--- src/rtl/alarm_defs.vh ---
// rtl/alarm_defs.vh - state codes and countdown width shared with the display decoder
`ifndef ALARM_DEFS_VH
`define ALARM_DEFS_VH

`define ST_DISARMED    3'd0
`define ST_EXIT_DELAY  3'd1
`define ST_ARMED       3'd2
`define ST_ENTRY_DELAY 3'd3
`define ST_ALARM       3'd4

`define COUNTDOWN_W    8

`endif

--- src/rtl/alarm_ctrl_pkg.sv ---
// rtl/alarm_ctrl_pkg.sv - state type and widths for the alarm controller
package alarm_ctrl_pkg;

`include "alarm_defs.vh"

   localparam int CNT_W = `COUNTDOWN_W;

   typedef enum logic [2:0] {
      S_DISARMED    = `ST_DISARMED,
      S_EXIT_DELAY  = `ST_EXIT_DELAY,
      S_ARMED       = `ST_ARMED,
      S_ENTRY_DELAY = `ST_ENTRY_DELAY,
      S_ALARM       = `ST_ALARM
   } state_t;

   // Armed indicator covers the whole "system is live" span, including entry delay
   function automatic logic shows_armed(input state_t s);
      return (s == S_ARMED) || (s == S_ENTRY_DELAY);
   endfunction

endpackage

--- src/rtl/alarm_ctrl_tick_gen.sv ---
// rtl/alarm_ctrl_tick_gen.sv - one-second prescaler with synchronous clear
module tick_gen #(
   parameter int TICK_CYCLES = 50000000
) (
   input  logic clk,
   input  logic rst,
   input  logic clr,
   output logic tick
);

   localparam int CW = (TICK_CYCLES > 1) ? $clog2(TICK_CYCLES) : 1;
   localparam logic [CW-1:0] LAST = CW'(TICK_CYCLES - 1);

   logic [CW-1:0] count;

   // Free-running 0..TICK_CYCLES-1; clr restarts the second so delays start on a clean boundary
   always_ff @(posedge clk or posedge rst) begin
      if (rst) begin
         count <= '0;
      end else if (clr || (count == LAST)) begin
         count <= '0;
      end else begin
         count <= count + 1'b1;
      end
   end

   assign tick = (count == LAST);

endmodule

--- src/rtl/alarm_ctrl.sv ---
// rtl/alarm_ctrl.sv - alarm state machine; optional SIREN_TIMEOUT_EN silences the siren after SIREN_SEC
module alarm_ctrl
   import alarm_ctrl_pkg::*;
#(
   parameter int TICK_CYCLES = 50000000,
   parameter int EXIT_SEC    = 10,
   parameter int ENTRY_SEC   = 5,
   parameter int N_ZONES     = 4,
   parameter int SIREN_SEC   = 30
) (
   input  logic               clk,
   input  logic               rst,
   input  logic               armed_q,
   input  logic               panic_q,
   input  logic [N_ZONES-1:0] zone,
   output logic               siren,
   output logic               armed_led,
   output logic [CNT_W-1:0]   countdown,
   output logic [2:0]         state_out
);

`ifdef SIREN_TIMEOUT_EN
   localparam bit SIREN_TIMEOUT = 1'b1;
`else
   localparam bit SIREN_TIMEOUT = 1'b0;
`endif

   localparam logic [CNT_W-1:0] EXIT_LOAD  = CNT_W'(EXIT_SEC);
   localparam logic [CNT_W-1:0] ENTRY_LOAD = CNT_W'(ENTRY_SEC);
   localparam logic [CNT_W-1:0] ALARM_LOAD = SIREN_TIMEOUT ? CNT_W'(SIREN_SEC) : '0;

   logic               arm_s1, arm_s2;
   logic               pan_s1, pan_s2;
   logic [N_ZONES-1:0] zone_s1, zone_s2;

   state_t             state, next_state;
   logic [CNT_W-1:0]   cnt, next_cnt;
   logic               tick;
   logic               expire;
   logic               state_chg;

   // Two-flop synchronisers for the latch outputs and zone switches
   always_ff @(posedge clk or posedge rst) begin
      if (rst) begin
         arm_s1  <= 1'b0;
         arm_s2  <= 1'b0;
         pan_s1  <= 1'b0;
         pan_s2  <= 1'b0;
         zone_s1 <= '0;
         zone_s2 <= '0;
      end else begin
         arm_s1  <= armed_q;
         arm_s2  <= arm_s1;
         pan_s1  <= panic_q;
         pan_s2  <= pan_s1;
         zone_s1 <= zone;
         zone_s2 <= zone_s1;
      end
   end

   tick_gen #(
      .TICK_CYCLES(TICK_CYCLES)
   ) u_tick_gen (
      .clk (clk),
      .rst (rst),
      .clr (state_chg),
      .tick(tick)
   );

   // State and delay counter registers
   always_ff @(posedge clk or posedge rst) begin
      if (rst) begin
         state <= S_DISARMED;
         cnt   <= '0;
      end else begin
         state <= next_state;
         cnt   <= next_cnt;
      end
   end

   // Next state and counter: panic beats disarm beats sensor/timer in every state
   always_comb begin
      next_state = state;
      next_cnt   = cnt;
      // A zero load expires immediately; otherwise the last tick at 1 ends the delay
      expire     = (cnt == '0) || (tick && (cnt == CNT_W'(1)));

      case (state)
         S_DISARMED: begin
            if (pan_s2)      next_state = S_ALARM;
            else if (arm_s2) next_state = S_EXIT_DELAY;
         end
         S_EXIT_DELAY: begin
            if (pan_s2)       next_state = S_ALARM;
            else if (!arm_s2) next_state = S_DISARMED;
            else if (expire)  next_state = S_ARMED;
         end
         S_ARMED: begin
            if (pan_s2)         next_state = S_ALARM;
            else if (!arm_s2)   next_state = S_DISARMED;
            else if (|zone_s2)  next_state = S_ENTRY_DELAY;
         end
         S_ENTRY_DELAY: begin
            if (pan_s2)       next_state = S_ALARM;
            else if (!arm_s2) next_state = S_DISARMED;
            else if (expire)  next_state = S_ALARM;
         end
         S_ALARM: begin
            if (!arm_s2 && !pan_s2) next_state = S_DISARMED;
         end
         default: next_state = S_DISARMED;
      endcase

      state_chg = (next_state != state);

      // The counter is only ever non-zero in a timed state, so no state qualifier is needed
      if (state_chg) begin
         case (next_state)
            S_EXIT_DELAY:  next_cnt = EXIT_LOAD;
            S_ENTRY_DELAY: next_cnt = ENTRY_LOAD;
            S_ALARM:       next_cnt = ALARM_LOAD;
            default:       next_cnt = '0;
         endcase
      end else if (tick && (cnt != '0)) begin
         next_cnt = cnt - 1'b1;
      end
   end

   // Moore outputs decoded from the state and counter registers
   always_comb begin
      state_out = state;
      armed_led = shows_armed(state);
      countdown = cnt;
`ifdef SIREN_TIMEOUT_EN
      siren     = (state == S_ALARM) && (cnt != '0);
`else
      siren     = (state == S_ALARM);
`endif
   end

endmodule
--- config.mk ---
export PLATFORM = sky130hd
export DESIGN_NAME = alarm_ctrl
export DESIGN_NICKNAME = d
export VERILOG_FILES = /design/src/rtl/alarm_ctrl_pkg.sv /design/src/rtl/alarm_ctrl_tick_gen.sv /design/src/rtl/alarm_ctrl.sv
export VERILOG_INCLUDE_DIRS = /design/src /design/src/rtl
export SDC_FILE = /design/constraint.sdc
export NUM_CORES = 1
export LEC_CHECK = 0
export ABC_AREA = 1
export CAP_MARGIN = 40
export CORE_MARGIN = 1.5
export CORE_UTILIZATION = 50
export DETAILED_ROUTE_END_ITERATION = 12
export GPL_ROUTABILITY_DRIVEN = 0
export PLACE_DENSITY = 0.7
export SLEW_MARGIN = 20
export SYNTH_ARGS = -nofsm -noshare
export SYNTH_HDL_FRONTEND = slang
export SYNTH_SLANG_ARGS = --single-unit
--- constraint.sdc ---
create_clock -name clk -period 4.62 [get_ports clk]
set_input_delay 1.155 -clock clk [delete_from_list [all_inputs] [get_ports clk]]
set_output_delay 1.155 -clock clk [all_outputs]
set_load 0.03 [all_outputs]
==> reports/metrics.yaml, run 1 <==
status:
  status: "complete, no violations"
min_path:
  hold_depth: 0
  hp-start: "zone_s1[1]"
  hold_path_end: "zone_s2[1]"
  hp-class: "reg2reg"
power_and_ir_drop:
  p_int_mw: 0.667
  switchingPower_mw: 0.374
  total_leakage_power_nw: 1.35
  p_sw_frac: 0.359
  vdd_ir_drop_max_v: 0.000192
  pwr-share-seq: 0.470
  comb_power_share: 0.276
  clkPwrFrac: 0.254
  powerDensity_nw_per_um2: 353
sta:
  slew_violations: 0
  hold-worst-slack_ns: 0.355
  fin_crit_ns: 3.21
  rsz0062_at_grt: "no"
  slew_headroom: 0.688
  worst_pin_slew_ns: 0.467
  fmax_mhz: 311
  period_share: 0.695
  setup_viol_count_final: 0
  hold_viol: 0
  fin_worst_skew_ns: 0.0107
  finalSetupTns_ns: 0
clocking:
  clk_latency_ns: 0.31
  h-tree-depth: 2
  ctsHoldBuffers: 0
  cts_made_buffers: 5
  post_cts_buffers: 0
  root_buffer: "clkbuf_8"
  cts.sinks: 49
  cts_buffer_depth: 2
  cts_tree: "done"
  cts_resized: 0
  path_clk_slew_ns: 0.09
floorplan:
  pin_count: 21
  rows: 25
  dieArea_um2: 5590
  start_util: 0.532
  die_h_um: 74.8
  fp.dieW_um: 74.8
  core_area_um2: 4850
drt:
  ant_nets: 0
  drt_wl_total_um: 4670
  vias: 1987
  viasPerCell: 4.82
  firstDrtPassIters: 4
  routedWlPerCell_um: 11.3
  drc: 0
  first_iter_violations: 96
worst_setup_path:
  rrSetupSlack_ns: 2.23
  crit_type: "reg2out"
  worstPathArrival_ns: 2.06
  r2r-start: "countdown[0]"
  cp_max_fo: 5
  ff2ff_path_depth: 12
  start_kind: "register"
  r2r-end: "u_tick_gen.count[2]"
  required_ns: 3.46
  worst_setup_path_end_kind: "output port"
flow_run:
  max_cap_viol_count: 0
synth:
  synth_seq_cells: 49
  synth_cells: 319
  synth_flop_cell: "dfrtp_1"
  ys_warn_count: 0
  synthesis.area_um2: 2580
  post_synth.cell_area_avg_um2: 8.08
  synth_seq_area_share: 0.476
  synth_fp_nets: 330
  synth_edf_count: 0
  synth.distinct_cells: 32
  async_flop_share: 1.00
grt:
  antenna_found_initial: 0
  gr-total-overflow: 0
  first_global_vias: 1857
  track_usage: 0.195
  grt_max_degree: 30
  grt_pass1_wl_um: 8280
layout:
  fillers: 456
  drive_gt1_frac: 0.107
  area_growth_pct: 14.3
  antenna-diode-count: 0
  fin_nets: 355
placed_design:
  hpwl_um: 3430
  io_buffers: 20
[power groups by stage]
stage	registers, mW	logic (mW)	clock network, mW
6_report	0.489	0.288	0.264
5_1_grt	0.496	0.323	0.286
4_1_cts	0.489	0.292	0.275
3_5_place_dp	0.498	0.291	0
3_3_place_gp	0.496	0.285	0
2_1_floorplan	0.522	0.193	0
[cell usage after synthesis (3+ instances only)]
master / count / share of area
nand2_1: 64 / 0.093
nor2_1: 50 / 0.073
dfrtp_1: 49 / 0.48
inv_1: 43 / 0.063
nand3_1: 21 / 0.041
nor2_2: 12 / 0.029
nand4_1: 11 / 0.027
nor3_1: 11 / 0.021
xnor2_1: 7 / 0.024
xor2_1: 7 / 0.024
a21oi_1: 6 / 0.012
o21ai_0: 5 / 0.0097
nand2_2: 4 / 0.0097
ha_1: 3 / 0.015
nand3_2: 3 / 0.012
[worst max-delay path, cell delays in order (launching register included)]
cell	delay, ns
dfrtp_1	0.42
inv_1	0.09
nor2_1	0.22
inv_1	0.09
nor2_1	0.13
inv_1	0.07
nand2_1	0.07
clkdlybuf4s50_1	0.67
[through the flow]
stage               std cells  setup WS (ns)   util  power (mW)  cell area (um^2)
finish                    412           1.41  0.608        1.04              2950
detailed placement        404           1.78  0.588       0.788              2850
global placement          403           1.82  0.584       0.781              2830
CTS                       412           1.40  0.608        1.06              2950
global route              412           1.26  0.608        1.10              2950
floorplan                 319           2.18      -       0.715              2580
[state kept, by name, indices dropped and copies added, names as in the netlist]
register / flops
u_tick_gen.count: 26
arm_s2: 1
pan_s1: 1
countdown: 8
zone_s2: 4
pan_s2: 1
state_out: 3
zone_s1: 4
arm_s1: 1
[layout by cell type, fill, tap and decap left out, drive strengths merged]
cell type	netlist	routed
clkdlybuf4s50	0	20
nand2	69	69
nand3b	2	2
clkinv	0	2
nand3	24	24
clkbuf	0	5
a21oi	7	7
buf	3	1
a31oi	2	2
nor3	13	13
nor3b	1	1
xor2	7	7
nand4	11	11
inv	45	46
dfrtp	49	49
o2111ai	1	1
ha	3	3
o211ai	1	1
nor4	2	2
or2	1	1
and3	1	1
xnor2	7	7
nor2	64	64
o21ai	6	6
[metal layers]
layer | vias up | GRT usage | wire (um)
met5 | - | 0 | 0
met3 | 7 | 0.0402 | 126
met2 | 26 | 0.296 | 2010
met4 | 0 | 0.0606 | 61
met1 | 897 | 0.284 | 2480
li1 | 1057 | - | -
[worst max-delay path by stage]
stage,start,endpoint,slack (ns),depth (start not counted)
after floorplan,state_out[0],armed_led,2.18,6
after global placement,state_out[0],armed_led,1.82,7
after detailed placement,state_out[0],armed_led,1.78,7
after CTS,state_out[0],armed_led,1.40,7
after global routing,state_out[0],armed_led,1.26,7
final,state_out[0],armed_led,1.41,7
[cell type report]
class | instances | area (um^2) | share of cell area
clock buffers | 5 | 68.8 | 0.0234
clock inverters | 3 | 26.3 | 0.00892
inverters | 45 | 169 | 0.0573
multi-input cells | 222 | 1150 | 0.391
flip-flops and latches | 49 | 1230 | 0.416
well taps | 67 | 83.8 | 0.0285
repair buffers | 21 | 220 | 0.0747
[cell families (layout without fill, tap and decap cells)]
family	after synthesis	count (layout)	synth area share
DFF	49	49	0.476
adders and majority gates	3	3	0.0146
AOI/OAI and AO/OA	17	17	0.0379
buffers and inverters	48	74	0.0772
xor gates and xnor gates	14	14	0.0476
and+or+nand+nor	188	188	0.347
Power figures use the tool's default switching activity.
==> run 2, diff against run 1 <==
- clock period: 4.62 -> 3.05 ns (I/O delays scaled with it)
==> run 2 against run 1 <==
  * Clock skew shrank 0.0051 ns
  * Utilization grew 0.77 points
  * First-iteration DRC count rose by 34%
  * Combinational power grew 50%
==> reports/metrics.yaml, run 2 (synthesis gave the netlist of run 1 again) <==
min_path:
  hold_depth: 0  # unchanged
  hp-class: "reg2reg"
floorplan:
  rows: 25  # unchanged
  fp.dieW_um: 74.8  # unchanged
  start_util: 0.532  # unchanged
  pin_count: 21  # unchanged
  core_area_um2: 4850  # unchanged
  die_h_um: 74.8  # unchanged
  dieArea_um2: 5590  # unchanged
worst_setup_path:
  start_kind: "register"
  cp_max_fo: 5  # unchanged
  crit_type: "reg2out"
  worstPathArrival_ns: 2.02  # -0.04 ns
  required_ns: 2.29  # -1.17 ns
  ff2ff_path_depth: 12  # unchanged
  worst_setup_path_end_kind: "output port"
grt:
  grt_max_degree: 27  # -10%
  first_global_vias: 1956  # +5.3%
  antenna_found_initial: 0  # unchanged
  gr-total-overflow: 0  # unchanged
  grt_pass1_wl_um: 8530  # +3.0%
  track_usage: 0.200  # +0.00489
placed_design:
  io_buffers: 20  # unchanged
  hpwl_um: 3540  # +3.1%
sta:
  slew_violations: 0  # unchanged
  fin_worst_skew_ns: 0.00559  # -0.00513 ns
  setup_viol_count_final: 0  # unchanged
  worst_pin_slew_ns: 0.361  # -0.105 ns
  period_share: 0.914
  fmax_mhz: 359
  fin_crit_ns: 2.79
  finalSetupTns_ns: 0  # unchanged
  slew_headroom: 0.759  # +0.0705
  rsz0062_at_grt: "no"
  hold_viol: 0  # unchanged
  hold-worst-slack_ns: 0.353  # -0.00234 ns
clocking:
  cts.sinks: 49  # unchanged
  cts_resized: 0  # unchanged
  post_cts_buffers: 0  # unchanged
  cts_tree: "done"
  ctsHoldBuffers: 0  # unchanged
  cts_made_buffers: 5  # unchanged
  path_clk_slew_ns: 0.09  # about the same
  root_buffer: "clkbuf_8"
  h-tree-depth: 2  # unchanged
  cts_buffer_depth: 2  # unchanged
  clk_latency_ns: 0.31  # about the same
layout:
  fillers: 432  # -5.3%
  final_common_cell: "nand2_1"
  layout.area.seq_um2: 1230  # unchanged
  drive_gt1_frac: 0.110  # +0.00258
  area_growth_pct: 15.8
  fin_nets: 356  # +0.28%
  final_cell_mix: "nand2_1, nor2_1, dfrtp_1"
  largest-register: "u_tick_gen.count"
  antenna-diode-count: 0  # unchanged
  multi_input_area_um2: 1150  # unchanged
  largest_reg_flops: 26  # unchanged
power_and_ir_drop:
  vdd_ir_drop_max_v: 0.000329  # +72%
  powerDensity_nw_per_um2: 580  # +64%
  total_leakage_power_nw: 1.37  # +1.5%
drt:
  top_layer_used: "met4"
  ant_nets: 0  # unchanged
  vias: 2042  # +2.8%
  wl_met3_um: 175  # +39%
  wl_met1_um: 2290  # -7.6%
  drc: 0  # unchanged
  routedWlPerCell_um: 11.3  # -0.22%
  viasPerCell: 4.94  # +2.5%
  first_iter_violations: 129  # +34%
  firstDrtPassIters: 4  # unchanged
  drt_wl_total_um: 4670  # about the same
  routed-wl-met2_um: 2130  # +6.1%
status:
  status: "complete, no violations"
flow_run:
  max_cap_viol_count: 0  # unchanged
## run 2: cell count changes in the layout (fill, tap and decap cells not counted)
| cell | change |
|---|---|
| clkinv_4 | -2 |
| buf_4 | +2 |
| bufinv_16 | +2 |
| buf_12 | -1 |
## run 2: stage by stage
stage / cell area [um^2] / cells / utilization / worst slack, ns / power (mW)
after floorplan: 2580 / 319 / - / 0.862 / 1.08
after global placement: 2850 / 405 / 0.587 / 0.631 / 1.19
after detailed placement: 2850 / 405 / 0.587 / 0.592 / 1.19
after CTS: 2980 / 413 / 0.615 / 0.247 / 1.75
after global routing: 2980 / 413 / 0.615 / 0.112 / 1.83
final: 2980 / 413 / 0.615 / 0.264 / 1.73
## run 2: final timing paths
path | start | to | slack (ns)
min in group asynchronous | rst | arm_s2 | 0.73
worst max-delay path | state_out[0] | armed_led | 0.26
worst min-delay path | arm_s1 | arm_s2 | 0.35
max in group asynchronous | rst | u_tick_gen.count[13] | 1.77
worst max register to register | countdown[0] | u_tick_gen.count[15] | 0.68
worst min register to register | arm_s1 | arm_s2 | 0.35
## run 2: routing by layer
metal / GRT usage / up-vias
met2: 0.308 / 34
li1: - / 1067
met4: 0.0667 / 0
met3: 0.0402 / 6
met5: 0 / -
met1: 0.286 / 935
## run 2: report_power, final
| part | switching (mW) | internal, mW | leakage (nW) |
|---|---|---|---|
| logic | 0.286 | 0.147 | 0.654 |
| clock network | 0.226 | 0.330 | 0.0687 |
| registers | 0.0456 | 0.695 | 0.648 |
## run 2: worst max-delay path, cell delays in order (launching register included)
cell and delay, ns:
dfrtp_1 0.41, inv_1 0.08, nor2_1 0.21, inv_1 0.08, nor2_1 0.13, inv_1 0.07
nand2_1 0.06, clkdlybuf4s50_1 0.67
## run 2: cell type report
cell class | count | share of cell area
well taps | 67 | 0.0281
multi-input cells | 222 | 0.386
clock buffers | 5 | 0.0231
clock inverters | 3 | 0.0231
repair buffers | 22 | 0.0721
flip-flops and latches | 49 | 0.411
inverters | 45 | 0.0566
